==> src/rtl/alu_result_fifo.sv <==
// alu_result_fifo: registered result stage behind the 8-bit combinational ALU.
// Each accepted ALU result is stored with its opcode and two status flags
// (zero, hi-byte-nonzero) in a DEPTH-entry FIFO. The consumer reads the head
// entry through a valid/ready handshake.
//
// Optional feature (macro ALU_RES_ACC_EN): adds a 24-bit running sum of popped
// results (acc) with a clear input (acc_clr). Without the macro the FIFO is
// complete and behaves identically, minus those two ports.
//
// Handshake semantics (both sides): a transfer happens on a rising clk edge
// where valid && ready are both high. The producer of valid keeps its data
// stable until that transfer; ready may change freely. Neither ready output
// depends combinationally on the opposite side's valid or ready.

module alu_result_fifo #(
    parameter int DEPTH = 4,
    parameter int CW    = $clog2(DEPTH) + 1
) (
    input  logic          clk,
    input  logic          rst_n,
    input  logic          in_valid,
    input  logic [2:0]    in_op,
    input  logic [15:0]   in_r,
    output logic          in_ready,
    output logic          out_valid,
    input  logic          out_ready,
    output logic [2:0]    out_op,
    output logic [15:0]   out_r,
    output logic          out_zero,
    output logic          out_hi,
    output logic [CW-1:0] count
`ifdef ALU_RES_ACC_EN
    ,
    output logic [23:0]   acc,
    input  logic          acc_clr
`endif
);

    localparam int AW = $clog2(DEPTH);
    localparam logic [CW-1:0] FULL_COUNT = CW'(DEPTH);

    // One stored entry: flags are frozen at push time, never recomputed.
    typedef struct packed {
        logic [2:0]  op;
        logic [15:0] r;
        logic        zero;
        logic        hi;
    } entry_t;

    entry_t        r_mem [DEPTH];
    logic [AW-1:0] r_wr_ptr;
    logic [AW-1:0] r_rd_ptr;
    logic [CW-1:0] r_count;

    logic          w_full;
    logic          w_push;
    logic          w_pop;
    entry_t        w_in_entry;
    entry_t        w_head;

    // Status decode. in_ready looks only at registered count and rst_n, so
    // there is no pass-through from out_ready when full.
    assign w_full    = (r_count == FULL_COUNT);
    assign in_ready  = rst_n && !w_full;
    assign out_valid = (r_count != '0);

    assign w_push = in_valid && in_ready;
    assign w_pop  = out_valid && out_ready;

    // Entry built from the ALU result; hi means the result needed more than
    // 8 bits.
    assign w_in_entry.op   = in_op;
    assign w_in_entry.r    = in_r;
    assign w_in_entry.zero = (in_r == 16'd0);
    assign w_in_entry.hi   = (in_r[15:8] != 8'd0);

    // Head of queue drives the outputs directly; stale when empty.
    assign w_head   = r_mem[r_rd_ptr];
    assign out_op   = w_head.op;
    assign out_r    = w_head.r;
    assign out_zero = w_head.zero;
    assign out_hi   = w_head.hi;
    assign count    = r_count;

    // Storage array: cleared on reset, written at the write pointer on push.
    always_ff @(posedge clk) begin
        if (!rst_n) begin
            for (int i = 0; i < DEPTH; i++) begin
                r_mem[i] <= '0;
            end
        end else if (w_push) begin
            r_mem[r_wr_ptr] <= w_in_entry;
        end
    end

    // Write pointer: advances on every accepted push, wraps modulo DEPTH.
    always_ff @(posedge clk) begin
        if (!rst_n) begin
            r_wr_ptr <= '0;
        end else if (w_push) begin
            r_wr_ptr <= r_wr_ptr + AW'(1);
        end
    end

    // Read pointer: advances on every completed pop, wraps modulo DEPTH.
    always_ff @(posedge clk) begin
        if (!rst_n) begin
            r_rd_ptr <= '0;
        end else if (w_pop) begin
            r_rd_ptr <= r_rd_ptr + AW'(1);
        end
    end

    // Occupancy: unchanged when push and pop coincide.
    always_ff @(posedge clk) begin
        if (!rst_n) begin
            r_count <= '0;
        end else if (w_push && !w_pop) begin
            r_count <= r_count + CW'(1);
        end else if (w_pop && !w_push) begin
            r_count <= r_count - CW'(1);
        end
    end

`ifdef ALU_RES_ACC_EN
    logic [23:0] r_acc;
    logic [23:0] w_head_ext;

    assign w_head_ext = {8'd0, w_head.r};
    assign acc        = r_acc;

    // Running sum of popped results, modulo 2^24. A clear together with a
    // pop restarts the sum at the popped value.
    always_ff @(posedge clk) begin
        if (!rst_n) begin
            r_acc <= '0;
        end else if (w_pop && acc_clr) begin
            r_acc <= w_head_ext;
        end else if (w_pop) begin
            r_acc <= r_acc + w_head_ext;
        end else if (acc_clr) begin
            r_acc <= '0;
        end
    end
`endif

endmodule
==> config.mk <==
export PLATFORM = sky130hd
export DESIGN_NAME = alu_result_fifo
export DESIGN_NICKNAME = d
export VERILOG_FILES = /design/src/rtl/alu_result_fifo.sv
export SDC_FILE = /design/constraint.sdc
export NUM_CORES = 1
export LEC_CHECK = 0
export CORE_AREA = 2 2 88 90
export CTS_BUF_LIST = sky130_fd_sc_hd__clkbuf_4
export DETAILED_ROUTE_END_ITERATION = 12
export DIE_AREA = 0 0 90 92
export PLACE_DENSITY = 0.9
export SYNTH_ARGS = -nofsm -noshare
export SYNTH_HDL_FRONTEND = slang
export SYNTH_SLANG_ARGS = --single-unit
==> constraint.sdc <==
create_clock -name clk -period 2.8 [get_ports clk]
set_input_delay 0.84 -clock clk [delete_from_list [all_inputs] [get_ports clk]]
set_output_delay 0.84 -clock clk [all_outputs]
set_load 0.005 [all_outputs]
==> Implementation_results.wiki <==
{| class="wikitable"
! Metric !! Value
|-
| Post-detailed-placement half-perimeter wirelength || 4840 microns
|-
| Share of Yosys cell area claimed by the top area cell type || 0.624
|-
| Hold Crit Start || r_wr_ptr[0]
|-
| Hold buffers post-CTS || 0
|-
| Total design power || 3.64 mW
|-
| Post-placement setup slack || -0.0675 ns
|-
| Total Die Area || 8280 sq um
|-
| Setup-violating endpoint count in the final report || 0
|-
| Final critical-path share of the clock period || 0.976
|-
| Placement row count || 32
|-
| Crit path kind || reg2out
|-
| Number of sinks on the clock net || 93
|-
| Total of max-cap violations || 0
|-
| Cell leakage power || 1.87 nW
|-
| Max Root-Sink Buffers || 2
|-
| Footprint of the multi-input gates || 1300 sq um
|-
| Number of remaining DRC errors || 0
|-
| Setup WS post-layout || 0.0672 ns
|-
| Fill cell count || 524
|-
| Largest cells by area after synthesis || sky130_fd_sc_hd__edfxtp_1 (62%), sky130_fd_sc_hd__mux4_2 (12%), sky130_fd_sc_hd__and2_1 (11%), sky130_fd_sc_hd__dfxtp_1 (4.5%), sky130_fd_sc_hd__nor2_1 (0.93%)
|-
| Die width || 90 microns
|-
| Via count of the first global-routing pass || 2475
|-
| Number of CTS-inserted buffers || 9
|-
| Number of distinct library cell variants in the gate-level netlist after synthesis || 31
|-
| Htree depth || 3
|-
| Beginning of the worst register-to-register path || count[0]
|-
| Status || finished clean
|-
| First-pass GRT wire length || 12500 microns
|-
| Final worst path period need || 2.73 ns
|-
| Maximum number of pins on one net before global-route repair || 22
|-
| # nets final || 344
|-
| Kind of launch point of the worst setup path || flip-flop
|-
| Number of warnings printed during yosys synthesis || 0
|-
| Chip height || 92 microns
|-
| Area leader, netlist || sky130_fd_sc_hd__edfxtp_1
|-
| Data arrival at the endpoint of the critical path || 1.89 ns
|-
| Class of the tightest hold or removal check || reg2reg
|-
| Worst setup EP type || output port
|-
| Cells after Synth || 252
|-
| Normalized max-slew margin || 0.669
|-
| Met1 layer wirelength in the final routing || 3100 microns
|-
| Share of final-layout standard cells stronger than drive strength 1 || 0.204
|-
| Antenna-violating nets left || 0
|-
| Total length of routed wires || 8010 microns
|-
| Syn_area_per_cell || 16.0 sq um
|-
| Combined area of all synthesized cells || 4040 sq um
|-
| Worst VDD drop || 0.495 mV
|-
| Measured slew at the worst slew-check pin || 0.491 ns
|-
| Overall track demand over capacity in global routing || 0.205
|-
| Net count after synthesis || 277
|-
| Metal2 WL || 4250 microns
|-
| Endpoints failing hold || 0
|-
| DR WL/cell || 18.8 microns
|-
| Core area || 7450 sq um
|-
| Post-DR vias/cell || 5.44
|-
| Initial antenna violation count || 0
|-
| Count of boundary I/O pins || 49
|-
| Total via count after detailed routing || 2317
|-
| Crit-path max FO || 11
|-
| First-pass detailed-route iteration total || 4
|-
| Top layer reached by signal wires || met4
|-
| Metal3 WL || 441 microns
|-
| Number of antenna repair diodes || 0
|-
| Clock tree from TritonCTS || yes
|-
| Clock slew at reported path FFs || 0.13 ns
|-
| Proportion of synthesized chip area in sequential cells || 0.669
|-
| Clk_lat worst skew || 0.44 ns
|-
| Global placement routability congestion || 0.747
|-
| Starting Density || 0.543
|-
| Max Slew Vio Count || 0
|-
| Req. time, crit path || 1.96 ns
|-
| Number of design-rule violations left by the first detailed-router iteration || 143
|-
| Port-buffer cells || 48
|-
| Power Dens Cells || 729 nW/um^2
|-
| Cell chosen for the clock root || sky130_fd_sc_hd__clkbuf_4
|-
| Layout Area Growth over Synthesis || 23.5%
|-
| Post-synthesis sequential element count || 93
|-
| Sequential cell area || 2710 sq um
|-
| Worst-case clock skew || 0.0224 ns
|-
| Top achievable clock speed || 366 MHz
|-
| Residual overflow from global routing || 0
|}
[Yosys cell counts]
library cell / count
sky130_fd_sc_hd__a21oi_1: 2
sky130_fd_sc_hd__a31o_2: 1
sky130_fd_sc_hd__and2_1: 72
sky130_fd_sc_hd__and2_2: 4
sky130_fd_sc_hd__buf_2: 2
sky130_fd_sc_hd__clkbuf_1: 9
sky130_fd_sc_hd__clkinv_1: 1
sky130_fd_sc_hd__dfxtp_1: 9
sky130_fd_sc_hd__edfxtp_1: 84
sky130_fd_sc_hd__fa_1: 1
sky130_fd_sc_hd__ha_1: 1
sky130_fd_sc_hd__inv_1: 1
sky130_fd_sc_hd__mux2i_1: 2
sky130_fd_sc_hd__mux4_2: 21
sky130_fd_sc_hd__nand2_1: 3
sky130_fd_sc_hd__nand2b_1: 2
sky130_fd_sc_hd__nand3_1: 1
sky130_fd_sc_hd__nor2_1: 10
sky130_fd_sc_hd__nor2b_1: 4
sky130_fd_sc_hd__nor3_1: 2
sky130_fd_sc_hd__nor3_2: 1
sky130_fd_sc_hd__nor3b_2: 1
sky130_fd_sc_hd__nor4_1: 1
sky130_fd_sc_hd__nor4b_1: 1
sky130_fd_sc_hd__o21ai_0: 2
sky130_fd_sc_hd__o311ai_0: 1
sky130_fd_sc_hd__o31ai_1: 1
sky130_fd_sc_hd__or3_1: 3
sky130_fd_sc_hd__or4_1: 3
sky130_fd_sc_hd__or4_4: 2
sky130_fd_sc_hd__xor2_1: 4
[cell families after synthesis]
family          after synthesis  share of synthesized area
simple gates                110                      0.169
buf+inv                      13                     0.0127
compound gates                7                     0.0111
xor+xnor                      4                    0.00867
mux                          23                      0.122
fa+ha+maj                     2                    0.00805
flops                        93                      0.669
[registers in the layout, summed over array words and instances (netlist names), named ones only]
register,count
r_wr_ptr,2
r_rd_ptr,2
r_mem,84
count,3
[area by class of cell]
cell class,count,area share
Tap cell,102,0.0256
Timing Repair Buffer,67,0.138
Clock buffer,11,0.0165
Sequential cell,93,0.542
Clock inverter,5,0.0153
Multi-Input combinational cell,146,0.261
Inverter,2,0.00150
[routing by layer]
metal  track usage  up-vias
li1              -     1076
met1         0.231     1125
met2         0.364       96
met3        0.0435       20
met4         0.117        0
met5             0        -
[final timing paths]
| kind | to | slack (ns) | cells after the start |
|---|---|---|---|
| setup / recovery | out_r[2] | 0.07 | 4 |
| hold / removal | r_wr_ptr[0] | 0.55 | 2 |
| setup reg to reg | count[2] | 0.59 | 9 |
| hold reg to reg | r_wr_ptr[0] | 0.55 | 2 |
[power breakdown]
group          leakage, nW  switching [mW]  total [mW]  internal, mW
Clock               0.0861           0.417       0.796         0.379
Sequential           0.947          0.0833        1.77          1.69
Combinational        0.839           0.434        1.07         0.635
[through the flow]
step	instances	hold slack [ns]	setup TNS (ns)	utilization	area (sq um)
floorplan	252	0.479	0	-	4040
global placement	407	0.504	-0.0643	0.645	4800
detailed placement	407	0.532	-0.124	0.645	4800
CTS	425	0.553	0	0.668	4970
global route	426	0.591	-0.00120	0.670	4990
finish	426	0.554	0	0.670	4990
[cells in the final DEF (no fill, tap or decap), types with 4 or more instances in the layout]
master                             n
sky130_fd_sc_hd__buf_4            12
sky130_fd_sc_hd__dfxtp_1           8
sky130_fd_sc_hd__and2_1           72
sky130_fd_sc_hd__and2_2            4
sky130_fd_sc_hd__mux4_2           21
sky130_fd_sc_hd__edfxtp_1         84
sky130_fd_sc_hd__xor2_1            4
sky130_fd_sc_hd__clkdlybuf4s50_1  26
sky130_fd_sc_hd__nor2b_1           4
sky130_fd_sc_hd__clkbuf_4         11
sky130_fd_sc_hd__buf_12            6
sky130_fd_sc_hd__dlygate4sd2_1    22
sky130_fd_sc_hd__nor2_1           10
[repair_timing]
item / in CTS / in global routing
pin swaps: 0 / 0
resized for setup: 25 / 0
buffers inserted: 1 / 1
setup endpoints to repair: 22 / 1
hold endpoints to repair: 0 / 0
gates cloned: 1 / 0
[critical path: stages, from the launching register on]
cell and delay, ns:
sky130_fd_sc_hd__dfxtp_4 0.40, sky130_fd_sc_hd__buf_12 0.15, sky130_fd_sc_hd__buf_4 0.13, sky130_fd_sc_hd__mux4_2 0.49, sky130_fd_sc_hd__dlygate4sd2_1 0.29
(Power assumes the default switching activity.)
